$ cat src/rtl/sram_valrdy_adapter.sv
// sram_valrdy_adapter: val/rdy request/response front-end for a
// single-port SRAM macro with active-low pins and one-cycle read latency.
//
// Ports
//   clk_i, reset_i       clock, synchronous active-high reset
//   req_*_i / req_rdy_o  request stream (type 0 = read, 1 = write)
//   resp_*_o / resp_rdy_i response stream, in request order
//   sram_*_o             macro pins (CSB/WEB/OEB/A/I/WBM)
//   sram_rdata_i         macro read data, valid the cycle after a read
module sram_valrdy_adapter #(
   parameter int p_data_nbits  = 128,
   parameter int p_num_entries = 256,
   parameter int p_addr_nbits  = $clog2(p_num_entries),
   parameter int p_mask_nbits  = p_data_nbits / 8,
   parameter int p_resp_depth  = 3
) (
   input  logic                    clk_i,
   input  logic                    reset_i,
   input  logic                    req_val_i,
   output logic                    req_rdy_o,
   input  logic                    req_type_i,
   input  logic [p_addr_nbits-1:0] req_addr_i,
   input  logic [p_data_nbits-1:0] req_data_i,
   input  logic [p_mask_nbits-1:0] req_wmask_i,
   output logic                    resp_val_o,
   input  logic                    resp_rdy_i,
   output logic                    resp_type_o,
   output logic [p_data_nbits-1:0] resp_data_o,
   output logic                    sram_csb_o,
   output logic                    sram_web_o,
   output logic                    sram_oeb_o,
   output logic [p_addr_nbits-1:0] sram_addr_o,
   output logic [p_data_nbits-1:0] sram_wdata_o,
   output logic [p_mask_nbits-1:0] sram_wbm_o,
   input  logic [p_data_nbits-1:0] sram_rdata_i
);

   localparam int PTR_W = (p_resp_depth > 1) ? $clog2(p_resp_depth) : 1;
   localparam int CNT_W = $clog2(p_resp_depth + 1);

   localparam logic [PTR_W-1:0] LAST_PTR = PTR_W'(p_resp_depth - 1);
   localparam logic [CNT_W-1:0] FULL_CNT = CNT_W'(p_resp_depth);
   localparam logic [CNT_W:0]   DEPTH_C  = (CNT_W + 1)'(p_resp_depth);

   logic                    inf_val_q, inf_val_d;
   logic                    inf_type_q, inf_type_d;
   logic [CNT_W-1:0]        count_q, count_d;
   logic [PTR_W-1:0]        wr_ptr_q, wr_ptr_d;
   logic [PTR_W-1:0]        rd_ptr_q, rd_ptr_d;
   logic                    q_type_q [p_resp_depth];
   logic [p_data_nbits-1:0] q_data_q [p_resp_depth];

   logic            accept;
   logic            enq;
   logic            deq;
   logic [CNT_W:0]  occ;

   function automatic logic [PTR_W-1:0] ptr_inc(input logic [PTR_W-1:0] p);
      return (p == LAST_PTR) ? '0 : p + 1'b1;
   endfunction

   // Slots already committed: queued entries plus the one in flight.
   // Reserving a slot for the in-flight read means the macro's
   // fixed-latency data never needs to be stalled.
   assign occ       = {1'b0, count_q} + (CNT_W + 1)'(inf_val_q);
   assign req_rdy_o = !reset_i && (occ < DEPTH_C);

   assign accept = req_val_i & req_rdy_o;
   assign enq    = inf_val_q;
   assign deq    = resp_val_o & resp_rdy_i;

   assign sram_csb_o   = ~accept;
   assign sram_web_o   = ~(accept & req_type_i);
   assign sram_oeb_o   = 1'b0;
   assign sram_addr_o  = accept ? req_addr_i : '0;
   assign sram_wdata_o = accept ? req_data_i : '0;
   assign sram_wbm_o   = (accept & req_type_i) ? req_wmask_i : '0;

   assign resp_val_o  = !reset_i && (count_q != '0);
   assign resp_type_o = q_type_q[rd_ptr_q];
   assign resp_data_o = q_data_q[rd_ptr_q];

   always_comb begin
      inf_val_d  = accept;
      inf_type_d = accept & req_type_i;
      wr_ptr_d   = enq ? ptr_inc(wr_ptr_q) : wr_ptr_q;
      rd_ptr_d   = deq ? ptr_inc(rd_ptr_q) : rd_ptr_q;
      count_d    = count_q;
      unique case ({enq, deq})
         2'b10:   count_d = count_q + 1'b1;
         2'b01:   count_d = count_q - 1'b1;
         default: count_d = count_q;
      endcase
   end

   always_ff @(posedge clk_i) begin
      if (reset_i) begin
         inf_val_q  <= 1'b0;
         inf_type_q <= 1'b0;
         count_q    <= '0;
         wr_ptr_q   <= '0;
         rd_ptr_q   <= '0;
      end else begin
         inf_val_q  <= inf_val_d;
         inf_type_q <= inf_type_d;
         count_q    <= count_d;
         wr_ptr_q   <= wr_ptr_d;
         rd_ptr_q   <= rd_ptr_d;
      end
   end

   // Payload storage carries no reset; validity lives in count_q.
   always_ff @(posedge clk_i) begin
      if (enq && !reset_i) begin
         q_type_q[wr_ptr_q] <= inf_type_q;
         q_data_q[wr_ptr_q] <= inf_type_q ? '0 : sram_rdata_i;
      end
   end

`ifndef SYNTHESIS
   always_ff @(posedge clk_i) begin
      if (!reset_i) begin
         assert (!(enq && (count_q == FULL_CNT)))
         else $error("sram_valrdy_adapter: response queue overflow");
      end
   end
`endif

endmodule
$ cat config.mk
export PLATFORM = sky130hd
export DESIGN_NAME = sram_valrdy_adapter
export DESIGN_NICKNAME = d
export VERILOG_FILES = /design/src/rtl/sram_valrdy_adapter.sv
export SDC_FILE = /design/constraint.sdc
export NUM_CORES = 1
export LEC_CHECK = 0
export BUFFER_PORTS_ARGS = -buffer_cell sky130_fd_sc_hd__buf_2
export CORE_ASPECT_RATIO = 0.5
export CORE_UTILIZATION = 40
export DETAILED_ROUTE_END_ITERATION = 16
export GPL_TIMING_DRIVEN = 0
export PLACE_DENSITY = 0.66
export SLEW_MARGIN = 0
export SYNTH_ARGS = -nofsm -noshare
export SYNTH_HDL_FRONTEND = slang
export SYNTH_SLANG_ARGS = --single-unit
$ cat constraint.sdc
create_clock -name clk_i -period 12.66 [get_ports clk_i]
set_input_delay 0.633 -clock clk_i [delete_from_list [all_inputs] [get_ports clk_i]]
set_output_delay 0.633 -clock clk_i [all_outputs]
set_load 0.02 [all_outputs]
==> out/metrics.yaml <==
power_and_ir_drop:
  power_density_nw_per_um2: 141
  power.total_mw: 3.10
  pwr-share-seq_pct: 47.7
  p_int_mw: 2.34
  peakVddDrop_uv: 86.4
  p_switching_uw: 757
  combPwrFrac_pct: 14.3
  leakage_nw: 8.93
  clkPwrFrac_pct: 38.0
  p_sw_share_pct: 24.4
global_route:
  grtUsageTotal_pct: 24.0
  grt_pass1_wl_um: 75100
  grt_max_degree: 30
  grt_remaining_overflow: 0
  antenna_found_initial: 8
  grt_pass1_vias: 11800
critical_path:
  cp_top_family: "buffers and inverters"
  cp_cell_sequence: "buf_2, buf_2, buf_2, nand2_1, o21ai_0, buf_2"
  cp-endpoint: "resp_data_o[26]"
  worstSetupPathType: "reg -> out"
  required_ns: 12.03
  r2r_start: "enq$_SDFF_PP0_"
  worstPathMaxFanout: 10
  crit_buf_inv: 4
  worst_setup_path_start_kind: "register"
  timing.rr.end: "q_data_q[0][96]$_DFFE_PP_"
  slowest_delay_ns: 0.56
  cp_common_cell: "buf_2"
  crit_arrival_ns: 2.79
  rrSetupSlack_ns: 10.08
  end_kind: "output pin"
  path_depth: 6
  rr_worst_depth: 9
  slowest_stage: "dfxtp_1"
route:
  ant_nets: 0
  post_drt_wl_per_cell_um: 21.7
  num_vias: 11900
  drc_errors: 0
  wirelength_um: 52200
  first_iter_violations: 765
  drt_first_pass_iters: 7
  viasPerCell: 4.94
clock_tree:
  cts_resized: 0
  clock_latency_ns: 0.53
  clkSlewWorstSetupHoldPaths_ns: 0.06
  cts_setup_buffers: 0
  cts_buffer_depth: 3
  cts-buffers-inserted: 38
  cts_htree_levels: 2
  cts_tree: "done"
  cts_sinks: 397
  hold_buffers: 0
  cts_root_buf: "clkbuf_16"
timing:
  worstMarginPinSlew_ns: 0.958
  relSlewSlack_pct: 36.2
  hold_slack_ns: 0.471
  final.period_utilization_pct: 27.1
  slew_viol_final: 0
  rsz0062_at_grt: "no"
  clock.fmax_mhz: 292
  setup_viol: 0
  clock-skew-final_ns: 0.0116
  fin_crit_ns: 3.43
  final-hold-violation-count: 0
logic_synthesis:
  synth_top_area_share_pct: 69.7
  avgSynthCellArea_um2: 14.0
  synth-seq-cells: 397
  ys_seq_area_share_pct: 70.9
  syn_inst: 1190
  mappedNetlistNets: 1478
  ys_async_sr_fraction_pct: 0
  yosysTopAreaCell: "edfxtp_1"
  ys_types: 29
  synth_ff_type: "edfxtp_1"
  yosys_warnings: 0
  yosys-top-cells-area: "edfxtp_1 70%, mux2i_1 7.7%, and3_1 5.1%"
  syn_area_um2: 16700
  synth_edf_count: 387
cells_and_area:
  register_area_um2: 11800
  instances_no_fill: 2403
  area_growth_syn_to_layout_pct: 31.6
  nets: 2119
  design_area_um2: 21900
  multi_input_area_um2: 4400
  final_layout_size_suffix_gt1_share_pct: 38.1
  fillers: 3506
floorplan:
  dieArea_um2: 42500
  start_util_pct: 40.9
  coreArea_um2: 40700
  fp.dieH_um: 146
  ios: 571
  core.rowCount: 52
  dieWidth_um: 291
placement:
  portBuffers: 569
  post-dp-hpwl_um: 40400
  placedInstanceArea_um2: 20600
  gp_congestion: 0.941
  dp.cells: 2331
flow_run:
  cap_violations: 0
hold_path:
  holdCritPathClass: "in -> reg"
run_status:
  outcome: "completed"
-- cell usage in the layout, fill, tap and decap left out, types with 17 or more instances in the layout --
| master | n |
|---|---|
| buf_2 | 588 |
| o21ai_0 | 130 |
| and2_1 | 17 |
| clkbuf_1 | 51 |
| edfxtp_1 | 387 |
| clkbuf_16 | 41 |
| nand2_1 | 131 |
| buf_6 | 25 |
| and3_1 | 137 |
| nor2b_1 | 129 |
| mux2i_1 | 129 |
-- flip-flops by register name (all words and copies together) (netlist names), named ones only --
register / cells
count_q: 2
enq: 1
inf_type_q: 1
q_data_q: 384
q_type_q: 3
rd_ptr_q: 2
wr_ptr_q: 2
-- logic make-up after synthesis --
family | Yosys count | share of synthesized area, %
other | 1 | 0.0225
buffers and inverters | 94 | 2.77
adders and majority gates | 3 | 0.225
AOI/OAI and AO/OA | 136 | 4.17
xor gates and xnor gates | 2 | 0.105
DFF | 397 | 70.9
and+or+nand+nor | 427 | 14.0
muxes | 130 | 7.81
-- worst register-to-register path: cells and delay by family (launching register included) --
kind,cells,cell delay [ns]
buf+inv,7,1.27
simple gates,2,0.61
flops,1,0.41
-- how the worst min path moves through the flow --
stage | slack [ns] | cells past startpoint | to | from
after floorplan | 0.46 | 2 | wr_ptr_q[1]$_SDFFE_PP0P_ | wr_ptr_q[1]$_SDFFE_PP0P_
after global placement | 0.48 | 0 | q_type_q[2]$_DFFE_PP_ | inf_type_q$_SDFF_PP0_
after detailed placement | 0.49 | 2 | wr_ptr_q[1]$_SDFFE_PP0P_ | wr_ptr_q[1]$_SDFFE_PP0P_
after CTS | 0.46 | 2 | q_data_q[2][21]$_DFFE_PP_ | sram_rdata_i[21]
after global routing | 0.47 | 2 | q_data_q[1][26]$_DFFE_PP_ | sram_rdata_i[26]
final | 0.47 | 2 | q_data_q[2][21]$_DFFE_PP_ | sram_rdata_i[21]
-- per-stage QoR --
step	utilization, %	worst slack, ns	TNS [ns]
5_1_grt	53.8	9.08	0
6_report	53.8	9.23	0
3_5_place_dp	50.6	9.48	0
4_1_cts	53.8	9.20	0
3_3_place_gp	49.6	-4.51	-1137.55
2_1_floorplan	-	2.24	0
-- layer usage --
metal | global-route usage (%) | wire length, µm
met1 | 27.8 | 19500
met5 | 0 | 27
met4 | 9.13 | 1770
met3 | 4.00 | 2550
met2 | 44.5 | 28400
-- Yosys cell counts (all sizes together) (6+ instances only) --
master    n
buf      36
edfxtp  387
o21ai   130
and2     17
nor2      6
and3    137
clkbuf   55
nor2b   129
dfxtp    10
mux2i   129
nand2   131
-- power groups by stage --
stage / clock network (mW) / logic, mW / registers (mW)
6_report: 1.18 / 0.442 / 1.48
5_1_grt: 1.25 / 0.471 / 1.48
4_1_cts: 1.20 / 0.447 / 1.48
3_5_place_dp: 0 / 0.446 / 1.51
3_3_place_gp: 0 / 0.435 / 1.52
2_1_floorplan: 0 / 0.256 / 1.51
-- area by class of cell --
class / instances / share of cell area [%]
repair buffers: 601 / 14.9
multi-input cells: 699 / 20.1
clock inverters: 16 / 0.930
plain buffers: 91 / 2.05
flip-flops and latches: 397 / 53.9
diodes: 5 / 0.0571
clock buffers: 51 / 4.99
inverters: 3 / 0.0513
well taps: 540 / 3.08
Power figures use the tool's default switching activity.
